===== src/rtl/ufm_writer.sv =====
// ufm_writer: packs an incoming byte stream into 16-byte pages and programs
// each full page into UFM through the EFB Wishbone configuration port.
// Pages are assumed to be erased already; this block never erases.
//
// phase | meaning
// FILL  | accepting bytes into the page buffer
// EN    | enable-transparent frame
// ADDR  | set UFM page address frame
// PROG  | program-page frame carrying the 16 buffered bytes
// POLL  | status frame with a CFGRXDR read, repeated while UFM is busy
// DIS   | disable frame
// BYP   | bypass frame, then page_done (unless errored)
// HALT  | all pages written or poll timeout; idle until rst
module ufm_writer #(
    parameter int         START_PAGE = 2042,
    parameter int         NUM_PAGES  = 4,
    parameter logic [7:0] PAD_BYTE   = 8'h00,
    parameter int         POLL_LIMIT = 65535
) (
    input  logic       clk,
    input  logic       rst,
    input  logic [7:0] in_data,
    input  logic       in_valid,
    output logic       in_ready,
    input  logic       flush,
    output logic       busy,
    output logic       page_done,
    output logic       full,
    output logic       error,
    output logic       efb__cyc,
    output logic       efb__stb,
    output logic       efb__we,
    output logic [7:0] efb__adr,
    output logic [7:0] efb__dat_w,
    input  logic [7:0] efb__dat_r,
    input  logic       efb__ack
);
    typedef enum logic [2:0] {
        PH_FILL, PH_EN, PH_ADDR, PH_PROG, PH_POLL, PH_DIS, PH_BYP, PH_HALT
    } phase_t;

    localparam logic [7:0]  REG_CFGCR  = 8'h70;
    localparam logic [7:0]  REG_TXDR   = 8'h71;
    localparam logic [7:0]  REG_RXDR   = 8'h73;
    localparam logic [10:0] FIRST_PAGE = 11'(START_PAGE);
    localparam logic [10:0] LAST_PAGE  = 11'(START_PAGE + NUM_PAGES - 1);
    localparam logic [15:0] POLL_MAX   = 16'(POLL_LIMIT);

    phase_t      phase_q, phase_d;
    logic [4:0]  step_q, step_d;
    logic [3:0]  idx_q, idx_d;
    logic [10:0] page_q, page_d;
    logic [15:0] polls_q, polls_d;
    logic        rd_busy_q, rd_busy_d;
    logic [7:0]  page_buf_q [16];
    logic [7:0]  page_buf_d [16];
    logic        in_ready_q, in_ready_d;
    logic        busy_q, busy_d;
    logic        page_done_q, page_done_d;
    logic        full_q, full_d;
    logic        error_q, error_d;
    logic        cyc_q, cyc_d;
    logic        stb_q, stb_d;
    logic        we_q, we_d;
    logic [7:0]  adr_q, adr_d;
    logic [7:0]  dat_q, dat_d;

    logic [4:0]  k;
    logic [4:0]  frame_len;
    logic [4:0]  last_step;
    logic [4:0]  pad_from;
    logic [3:0]  prog_idx;
    logic [7:0]  tx_byte;
    logic        accept;
    logic        unused_rd_bits;

    // Only the busy flag (bit 7) of the status byte matters.
    assign unused_rd_bits = ^efb__dat_r[6:0];
    assign accept         = in_valid && in_ready_q;

    // Frame content: TXDR byte for the current step and frame length.
    // Step 0 is CFGCR=0x80, steps 1..frame_len are TXDR bytes, POLL adds a
    // CFGRXDR read, and the last step is CFGCR=0x00.
    always_comb begin
        k         = step_q - 5'd1;
        prog_idx  = 4'(k - 5'd4);
        tx_byte   = 8'h00;
        frame_len = 5'd4;
        case (phase_q)
            PH_EN: begin
                if (k == 5'd0)      tx_byte = 8'h74;
                else if (k == 5'd1) tx_byte = 8'h08;
            end
            PH_ADDR: begin
                frame_len = 5'd8;
                case (k)
                    5'd0:    tx_byte = 8'hB4;
                    5'd4:    tx_byte = 8'h40;
                    5'd6:    tx_byte = {5'b0, page_q[10:8]};
                    5'd7:    tx_byte = page_q[7:0];
                    default: tx_byte = 8'h00;
                endcase
            end
            PH_PROG: begin
                frame_len = 5'd20;
                if (k == 5'd0)       tx_byte = 8'hC9;
                else if (k == 5'd3)  tx_byte = 8'h01;
                else if (k >= 5'd4)  tx_byte = page_buf_q[prog_idx];
            end
            PH_POLL: begin
                if (k == 5'd0) tx_byte = 8'hF0;
            end
            PH_DIS: begin
                frame_len = 5'd3;
                if (k == 5'd0) tx_byte = 8'h26;
            end
            PH_BYP:  tx_byte = 8'hFF;
            default: ;
        endcase
        last_step = frame_len + ((phase_q == PH_POLL) ? 5'd2 : 5'd1);
    end

    // Next-state logic: page filling, Wishbone handshaking and frame sequencing
    always_comb begin
        phase_d     = phase_q;
        step_d      = step_q;
        idx_d       = idx_q;
        page_d      = page_q;
        polls_d     = polls_q;
        rd_busy_d   = rd_busy_q;
        page_buf_d  = page_buf_q;
        page_done_d = 1'b0;
        full_d      = full_q;
        error_d     = error_q;
        cyc_d       = cyc_q;
        stb_d       = stb_q;
        we_d        = we_q;
        adr_d       = adr_q;
        dat_d       = dat_q;
        pad_from    = {1'b0, idx_q};
        case (phase_q)
            PH_FILL: begin
                if (accept) begin
                    page_buf_d[idx_q] = in_data;
                    idx_d             = idx_q + 4'd1;
                    pad_from          = {1'b0, idx_q} + 5'd1;
                end
                // A byte taken together with flush is stored before padding.
                if ((accept && idx_q == 4'd15) || (flush && pad_from != 5'd0)) begin
                    for (int i = 0; i < 16; i++) begin
                        if (5'(i) >= pad_from) page_buf_d[i] = PAD_BYTE;
                    end
                    phase_d = PH_EN;
                    step_d  = 5'd0;
                    idx_d   = 4'd0;
                    polls_d = 16'd0;
                end
            end
            PH_HALT: ;
            default: begin
                if (cyc_q) begin
                    if (efb__ack) begin
                        cyc_d = 1'b0;
                        stb_d = 1'b0;
                        we_d  = 1'b0;
                        if (!we_q) rd_busy_d = efb__dat_r[7];
                        if (step_q == last_step) begin
                            step_d = 5'd0;
                            case (phase_q)
                                PH_EN:   phase_d = PH_ADDR;
                                PH_ADDR: phase_d = PH_PROG;
                                PH_PROG: phase_d = PH_POLL;
                                PH_POLL: begin
                                    if (!rd_busy_q) begin
                                        phase_d = PH_DIS;
                                    end else if (polls_q + 16'd1 == POLL_MAX) begin
                                        error_d = 1'b1;
                                        phase_d = PH_DIS;
                                    end else begin
                                        polls_d = polls_q + 16'd1;
                                    end
                                end
                                PH_DIS:  phase_d = PH_BYP;
                                PH_BYP: begin
                                    idx_d = 4'd0;
                                    if (error_q) begin
                                        phase_d = PH_HALT;
                                    end else begin
                                        page_done_d = 1'b1;
                                        page_d      = page_q + 11'd1;
                                        if (page_q == LAST_PAGE) begin
                                            full_d  = 1'b1;
                                            phase_d = PH_HALT;
                                        end else begin
                                            phase_d = PH_FILL;
                                        end
                                    end
                                end
                                default: ;
                            endcase
                        end else begin
                            step_d = step_q + 5'd1;
                        end
                    end
                end else begin
                    // Idle cycle after the previous ack: launch the next transfer.
                    cyc_d = 1'b1;
                    stb_d = 1'b1;
                    we_d  = 1'b1;
                    if (step_q == 5'd0) begin
                        adr_d = REG_CFGCR;
                        dat_d = 8'h80;
                    end else if (step_q <= frame_len) begin
                        adr_d = REG_TXDR;
                        dat_d = tx_byte;
                    end else if (phase_q == PH_POLL && step_q == frame_len + 5'd1) begin
                        adr_d = REG_RXDR;
                        dat_d = 8'h00;
                        we_d  = 1'b0;
                    end else begin
                        adr_d = REG_CFGCR;
                        dat_d = 8'h00;
                    end
                end
            end
        endcase
        in_ready_d = (phase_d == PH_FILL);
        busy_d     = (phase_d != PH_FILL) && (phase_d != PH_HALT);
    end

    // State and registered outputs
    always_ff @(posedge clk) begin
        if (rst) begin
            phase_q     <= PH_FILL;
            step_q      <= 5'd0;
            idx_q       <= 4'd0;
            page_q      <= FIRST_PAGE;
            polls_q     <= 16'd0;
            rd_busy_q   <= 1'b0;
            for (int i = 0; i < 16; i++) page_buf_q[i] <= PAD_BYTE;
            in_ready_q  <= 1'b1;
            busy_q      <= 1'b0;
            page_done_q <= 1'b0;
            full_q      <= 1'b0;
            error_q     <= 1'b0;
            cyc_q       <= 1'b0;
            stb_q       <= 1'b0;
            we_q        <= 1'b0;
            adr_q       <= 8'h00;
            dat_q       <= 8'h00;
        end else begin
            phase_q     <= phase_d;
            step_q      <= step_d;
            idx_q       <= idx_d;
            page_q      <= page_d;
            polls_q     <= polls_d;
            rd_busy_q   <= rd_busy_d;
            page_buf_q  <= page_buf_d;
            in_ready_q  <= in_ready_d;
            busy_q      <= busy_d;
            page_done_q <= page_done_d;
            full_q      <= full_d;
            error_q     <= error_d;
            cyc_q       <= cyc_d;
            stb_q       <= stb_d;
            we_q        <= we_d;
            adr_q       <= adr_d;
            dat_q       <= dat_d;
        end
    end

    assign in_ready   = in_ready_q;
    assign busy       = busy_q;
    assign page_done  = page_done_q;
    assign full       = full_q;
    assign error      = error_q;
    assign efb__cyc   = cyc_q;
    assign efb__stb   = stb_q;
    assign efb__we    = we_q;
    assign efb__adr   = adr_q;
    assign efb__dat_w = dat_q;
endmodule


===== config.mk =====
export PLATFORM = sky130hd
export DESIGN_NAME = ufm_writer
export DESIGN_NICKNAME = d
export VERILOG_FILES = /design/src/rtl/ufm_writer.sv
export SDC_FILE = /design/constraint.sdc
export NUM_CORES = 1
export LEC_CHECK = 0
export BUFFER_PORTS_ARGS = -buffer_cell sky130_fd_sc_hd__buf_2
export CORE_ASPECT_RATIO = 1.4
export CORE_MARGIN = 8
export CORE_UTILIZATION = 51
export DETAILED_ROUTE_END_ITERATION = 8
export PLACE_DENSITY_LB_ADDON = 0.25
export SKIP_CTS_REPAIR_TIMING = 1
export SYNTH_ARGS = -nofsm -noshare
export SYNTH_HDL_FRONTEND = slang
export SYNTH_SLANG_ARGS = --single-unit

===== constraint.sdc =====
create_clock -name clk -period 4.5 [get_ports clk]
set_input_delay 0.9 -clock clk [delete_from_list [all_inputs] [get_ports clk]]
set_output_delay 0.9 -clock clk [all_outputs]
set_load 0.01 [all_outputs]

### Word-level counts from Yosys, hierarchy flattened

Cells that the tools add are included.

* bitwise logic cells: 10
* mux-type cells: 81
* magnitude comparators: 21
* add/sub/neg operators: 9
* reductions and logical operators: 30
* equal/unequal tests: 22

Operator list (count)
* $mux 128: 2
* $mux 8: 25
* $bwmux 128: 1
* $mux 16: 7
* $pmux 8 s6: 1
* $ge 4x5->1 const A: 8
* $bmux 8 s4: 1
* $demux 8 s4: 1
* $pmux 16 s2: 1
* $pmux 8 s4: 1
* $mux 5: 6
* $mux 4: 7
* $mux 3: 8
* $ge 3x5->1 const A: 4
* $pmux 3 s6: 1
* $add 16x1->16 const B: 1
* $eq 16x16->1 const B: 1
* $eq 5x3->1 const B: 3
* $pmux 5 s3: 1
* $reduce_and 7->1: 2
* $eq 3x3->1 const B: 4
* $reduce_and 6->1: 2
* $reduce_bool 2->1: 6
* $add 11x1->11 const B: 1
* 42 further kinds: 78

* flip-flop bits (word level): 192
* input port bits: 21

### Logic depth before layout (Yosys ltp)

* depth in word-level cells: 12
* depth in mapped cells: 15

### Worst setup path before layout

No wires, ideal clock.

* path type: register to register
* start point: register step_q[0]
* end point: register dat_q[6] (netlist: efb__dat_w[6])
* data required time: 4.372 ns
* path slack: 0.996 ns
* clock period less this slack: 3.504 ns
* stages on the path, launching flop included: 13
* arrival time: 3.377 ns
* library setup time: 0.128 ns
* cells stage by stage: dfxtp_1 -> buf_6 -> buf_1 -> inv_1 -> ha_1 -> clkbuf_1 -> clkbuf_1 -> mux4_2 -> mux4_2 -> a211oi_1 -> o22ai_1 -> a22oi_1 -> nor2_1

* word-level cells in the longest chain between the ends: 12
* elaborated cells on any way between the ends: 23

Ends and longest elaborated chain
* start: declaration: line 50 `logic [4:0] step_q, step_d;`
* start signal: assignment: line 253 `step_q <= step_d;`
* $sub 5x1->5: line 85 `k = step_q - 5'd1;`
* $sub 4x3->4: line 86 `prog_idx = 4'(k - 5'd4);`
* $not 4->5 (not written as such): line 108 `else if (k >= 5'd4) tx_byte = page_buf_q[prog_idx];`
* $bmux 8 s4: line 108
* $mux 8 (not written as such) (2 in series): line 108
* $mux 8: line 108
* $mux 8: line 107 `else if (k == 5'd3) tx_byte = 8'h01;`
* $mux 8: line 106 `if (k == 5'd0) tx_byte = 8'hC9;`
* $pmux 8 s6: line 89 `case (phase_q)`
* $mux 8: line 213 `end else if (step_q <= frame_len) begin`
* $mux 8 (*): line 210 `if (step_q == 5'd0) begin`
* end signal: assignment: line 268 `dat_q <= dat_d;`
* end: declaration: line 66 `logic [7:0] dat_q, dat_d;`

Mark *: on every way between the ends. The rest lies on a longest branch, timed or not. The select of a mux whose other input is x is not followed.
A chain may end at the register's enable or synchronous reset.

### Worst setup path in the final report

* start point: register phase_q[0]
* end point: register polls_q[15]

* word-level cells in the longest chain between the ends: 6
* elaborated cells on any way between the ends: 20

Ends and longest elaborated chain
* start: declaration: line 49 `phase_t phase_q, phase_d;`
* start signal: assignment: line 252 `phase_q <= phase_d;`
* $eq 3x3->1 (tied with other cells): line 89
* $pmux 5 s3 or $mux 2 (tied branches): line 89, 120
* $add 5x2->5: line 120 `last_step = frame_len + ((phase_q == PH_POLL) ? 5'd2 : 5'd1);`
* $eq 5x5->1: line 167 `if (step_q == last_step) begin`
* $reduce_bool 2->1 (no source line)
* $reduce_and 8->1 (no source line)
* end signal: assignment: line 256 `polls_q <= polls_d;`
* end: declaration: line 53 `logic [15:0] polls_q, polls_d;`

Parallel ways exist; a longest one is shown, timed or not.

==> metrics <==
result of the run complete, no violations; met3 wirelength from detailed routing 1.30 mm; count of inserted antenna diode cells 0; count of flip-flops with a built-in enable after synthesis 0; worst slack after detailed placement 1080 ps; worst clock skew about 13 ps; WP data arrival 3810 ps; Final Worst Setup Slack 1060 ps; Core Util, Final 0.559; ratio of routed vias to standard cells roughly 6.3; fraction of layout cells with a size suffix above 1 0.143; number of buffers added on ports 34; post-CTS clock slew at the launch and capture registers of the worst setup and hold paths 70 ps; Slew HR 0.365; final layout net count 1139; wire length on met1 11.6 mm; floorplan die width about 130 um; top fanout value on the critical path 11; I/O pin total 45; Synth Area in Simple Gates 0.196; CP required 4870 ps; number of sinks driven by the clock tree 187; mean area per synthesized cell 9.00 um^2; detailed-route via count 8573; max-cap check violation count 0; TritonCTS buffer count 17; Async S/R FF share, synth 0; ordered list of cells on the worst path inv_1, nand2_1, inv_1, ha_1, xor2_1, or4b_4, o21bai_1, or4_4, a31oi_4, mux2_1, nor2_1; Clock Tree Buf Depth 2; CP Depth 11; number of slew-limit violations in the final report 0; register area share after synthesis 0.373; multi-input gate area in the final layout 5790 um^2; Total Neg Setup Slack 0 ps; final routed wire length divided by cell count 20.7 um; highest signal layer in the routed design met4; initial standard-cell utilization of the core 0.520; Detailed Place HPWL 19.6 mm; final critical-path share of the clock period 0.765; sequential standard cell area ~3700 um^2; R2R cell count 11; leakage 0.00394 uW; post-synthesis mux area share 0.106; wire length of the first global-routing pass 45.4 mm; worst ir drop on vdd 0.289 mV; global route total overflow 0; Die Ht 182 um; Top delay family on crit path simple AND/OR/NAND/NOR gates; final WL 28.0 mm; setup repair after global routing missed its margin no; Min Clock Period, post-route 3440 ps; Row Count 60; clock tree from TritonCTS done; worst-margin pin slew 951 ps; count of mapped cells out of synthesis between 1000 and 1500; top flip-flop cell by instance count after synthesis sky130_fd_sc_hd__dfxtp_1; Hold Violations, Final 0; critical path start-end classification reg -> reg; sum of met2 wire segment lengths after detailed routing 14.2 mm; Yosys Warn Count 0; clock latency reported for the late side of the worst-skew pair about 440 ps; summed instance area of the synthesized netlist 10000 um^2; Die Area roughly 24000 um^2; min-delay worst type reg -> reg; maximum clock frequency 291 MHz; maximum level of the CTS H-tree 4; synthesized-area fraction occupied by xor and xnor cells 0.0201; Remaining DRCs 0; DRT antenna net count 0; number of fill cells 1746; number of global-route vias before repair 8253; endpoint kind of the worst setup timing path register; count of buffering cells on the critical path with inverters included 2; worst hold-check slack about 460 ps; final number of setup-violating endpoints 0; placer congestion estimate 0.903; total of flip-flops plus latches after synthesis 187; top library cells by usage in the layout, fill and taps aside 186 x sky130_fd_sc_hd__dfxtp_1, 136 x sky130_fd_sc_hd__nor2_1, 99 x sky130_fd_sc_hd__nand2_1, 67 x sky130_fd_sc_hd__a22oi_1, 48 x sky130_fd_sc_hd__a21oi_1; slowest library cell on the worst path sky130_fd_sc_hd__or4b_4; post-synthesis cell type count 86; antenna violations before repair 0; Synth Area in Compound Gates 0.221; Core ar. a little under 20000 um^2; dominant combinational cell family by area after synthesis compound AO/OA/AOI/OAI gates; area added between synthesis and finish 7.58%; Power per Cell Area about 350 nW/um^2; Power Total 3810 uW; 1st-pass router iterations 5; largest net degree at the start of global routing between 60 and 70; clock tree root buffer cell sky130_fd_sc_hd__clkbuf_16; hold path depth 2; most common cell after layout, fill and taps aside sky130_fd_sc_hd__dfxtp_1; CP startpoint kind register; largest stage delay on the critical path 540 ps; overall routing resource usage 0.233; initial drt markers 873; most prevalent standard cell on the critical path sky130_fd_sc_hd__inv_1; synthesized-area fraction occupied by adder cells 0.0319
-- per-layer routing --
metal / vias to the layer above / GRT usage
li1: 4076 / -
met1: 4155 / 0.276
met2: 277 / 0.404
met3: 65 / 0.0376
met4: 0 / 0.101
met5: - / 0
-- cell usage after synthesis, drive strengths merged (15+ instances only) --
cell type	count	area [um^2]
a22oi	67	503
xnor2	15	131
a21oi	48	240
o21ai	50	250
nand3	33	165
dfxtp	187	3740
inv	23	86.3
ha	24	300
clkbuf	50	188
nand2	99	372
a22o	17	149
buf	43	235
nor2	137	517
mux4	40	901
nor3	40	257
o2bb2ai	23	201
-- worst register-to-register path, cell delays in order, from the launching register on --
cell and delay, ps:
sky130_fd_sc_hd__dfxtp_1 310, sky130_fd_sc_hd__inv_1 280, sky130_fd_sc_hd__nand2_1 210, sky130_fd_sc_hd__inv_1 190, sky130_fd_sc_hd__ha_1 280, sky130_fd_sc_hd__xor2_1 180, sky130_fd_sc_hd__or4b_4 540, sky130_fd_sc_hd__o21bai_1 200
sky130_fd_sc_hd__or4_4 480, sky130_fd_sc_hd__a31oi_4 290, sky130_fd_sc_hd__mux2_1 350, sky130_fd_sc_hd__nor2_1 90
-- metrics by stage --
| stage | area [um^2] | instances |
|---|---|---|
| 5_1_grt | 10800 | 1353 |
| 6_report | 10800 | 1353 |
| 2_1_floorplan | 10000 | 1117 |
| 3_5_place_dp | 10200 | 1323 |
| 4_1_cts | 10800 | 1353 |
| 3_3_place_gp | 10200 | 1323 |
-- where the power goes --
part,switching (uW),internal [uW],leakage (uW)
logic,438,202,0.00215
registers,25.3,1680,0.00151
clock network,694,776,0.000277
-- logic make-up (layout without fill, tap and decap cells) --
logic type      Yosys count  count (layout)
mux                      56              56
buf+inv                 117             105
other cells               1               3
simple gates            399             399
xor+xnor                 23              23
fa+ha+maj                26              26
compound gates          306             306
flops                   187             187
-- cell type report --
type / instances / share of cell area
multi-input cells: 813 / 0.536
flip-flops and latches: 187 / 0.347
clock buffers: 17 / 0.0394
well taps: 248 / 0.0288
repair buffers: 51 / 0.0278
clock inverters: 13 / 0.0124
inverters: 24 / 0.00835
-- worst paths after layout --
check / from / endpoint / slack (ps)
hold reg to reg: page_buf_q[45]$_SDFFE_PP0N_ / page_buf_q[45]$_SDFFE_PP0N_ / 460
setup / recovery: phase_q[0]$_SDFF_PP0_ / polls_q[15]$_SDFFE_PP0P_ / 1060
setup reg to reg: phase_q[0]$_SDFF_PP0_ / polls_q[15]$_SDFFE_PP0P_ / 1060
hold / removal: page_buf_q[45]$_SDFFE_PP0N_ / page_buf_q[45]$_SDFFE_PP0N_ / 460
-- sequential cells by signal, indices dropped and copies added, names as in the netlist --
| register | cells |
|---|---|
| efb__dat_w | 8 |
| page_q | 11 |
| efb__adr | 3 |
| page_done | 1 |
| idx_q | 4 |
| efb__cyc | 1 |
| polls_q | 16 |
| efb__we | 1 |
| busy | 1 |
| in_ready | 1 |
| error | 1 |
| step_q | 5 |
| phase_q | 3 |
| rd_busy_q | 1 |
| full | 1 |
| efb__stb | 1 |
| page_buf_q | 128 |
Power figures use the tool's default switching activity.
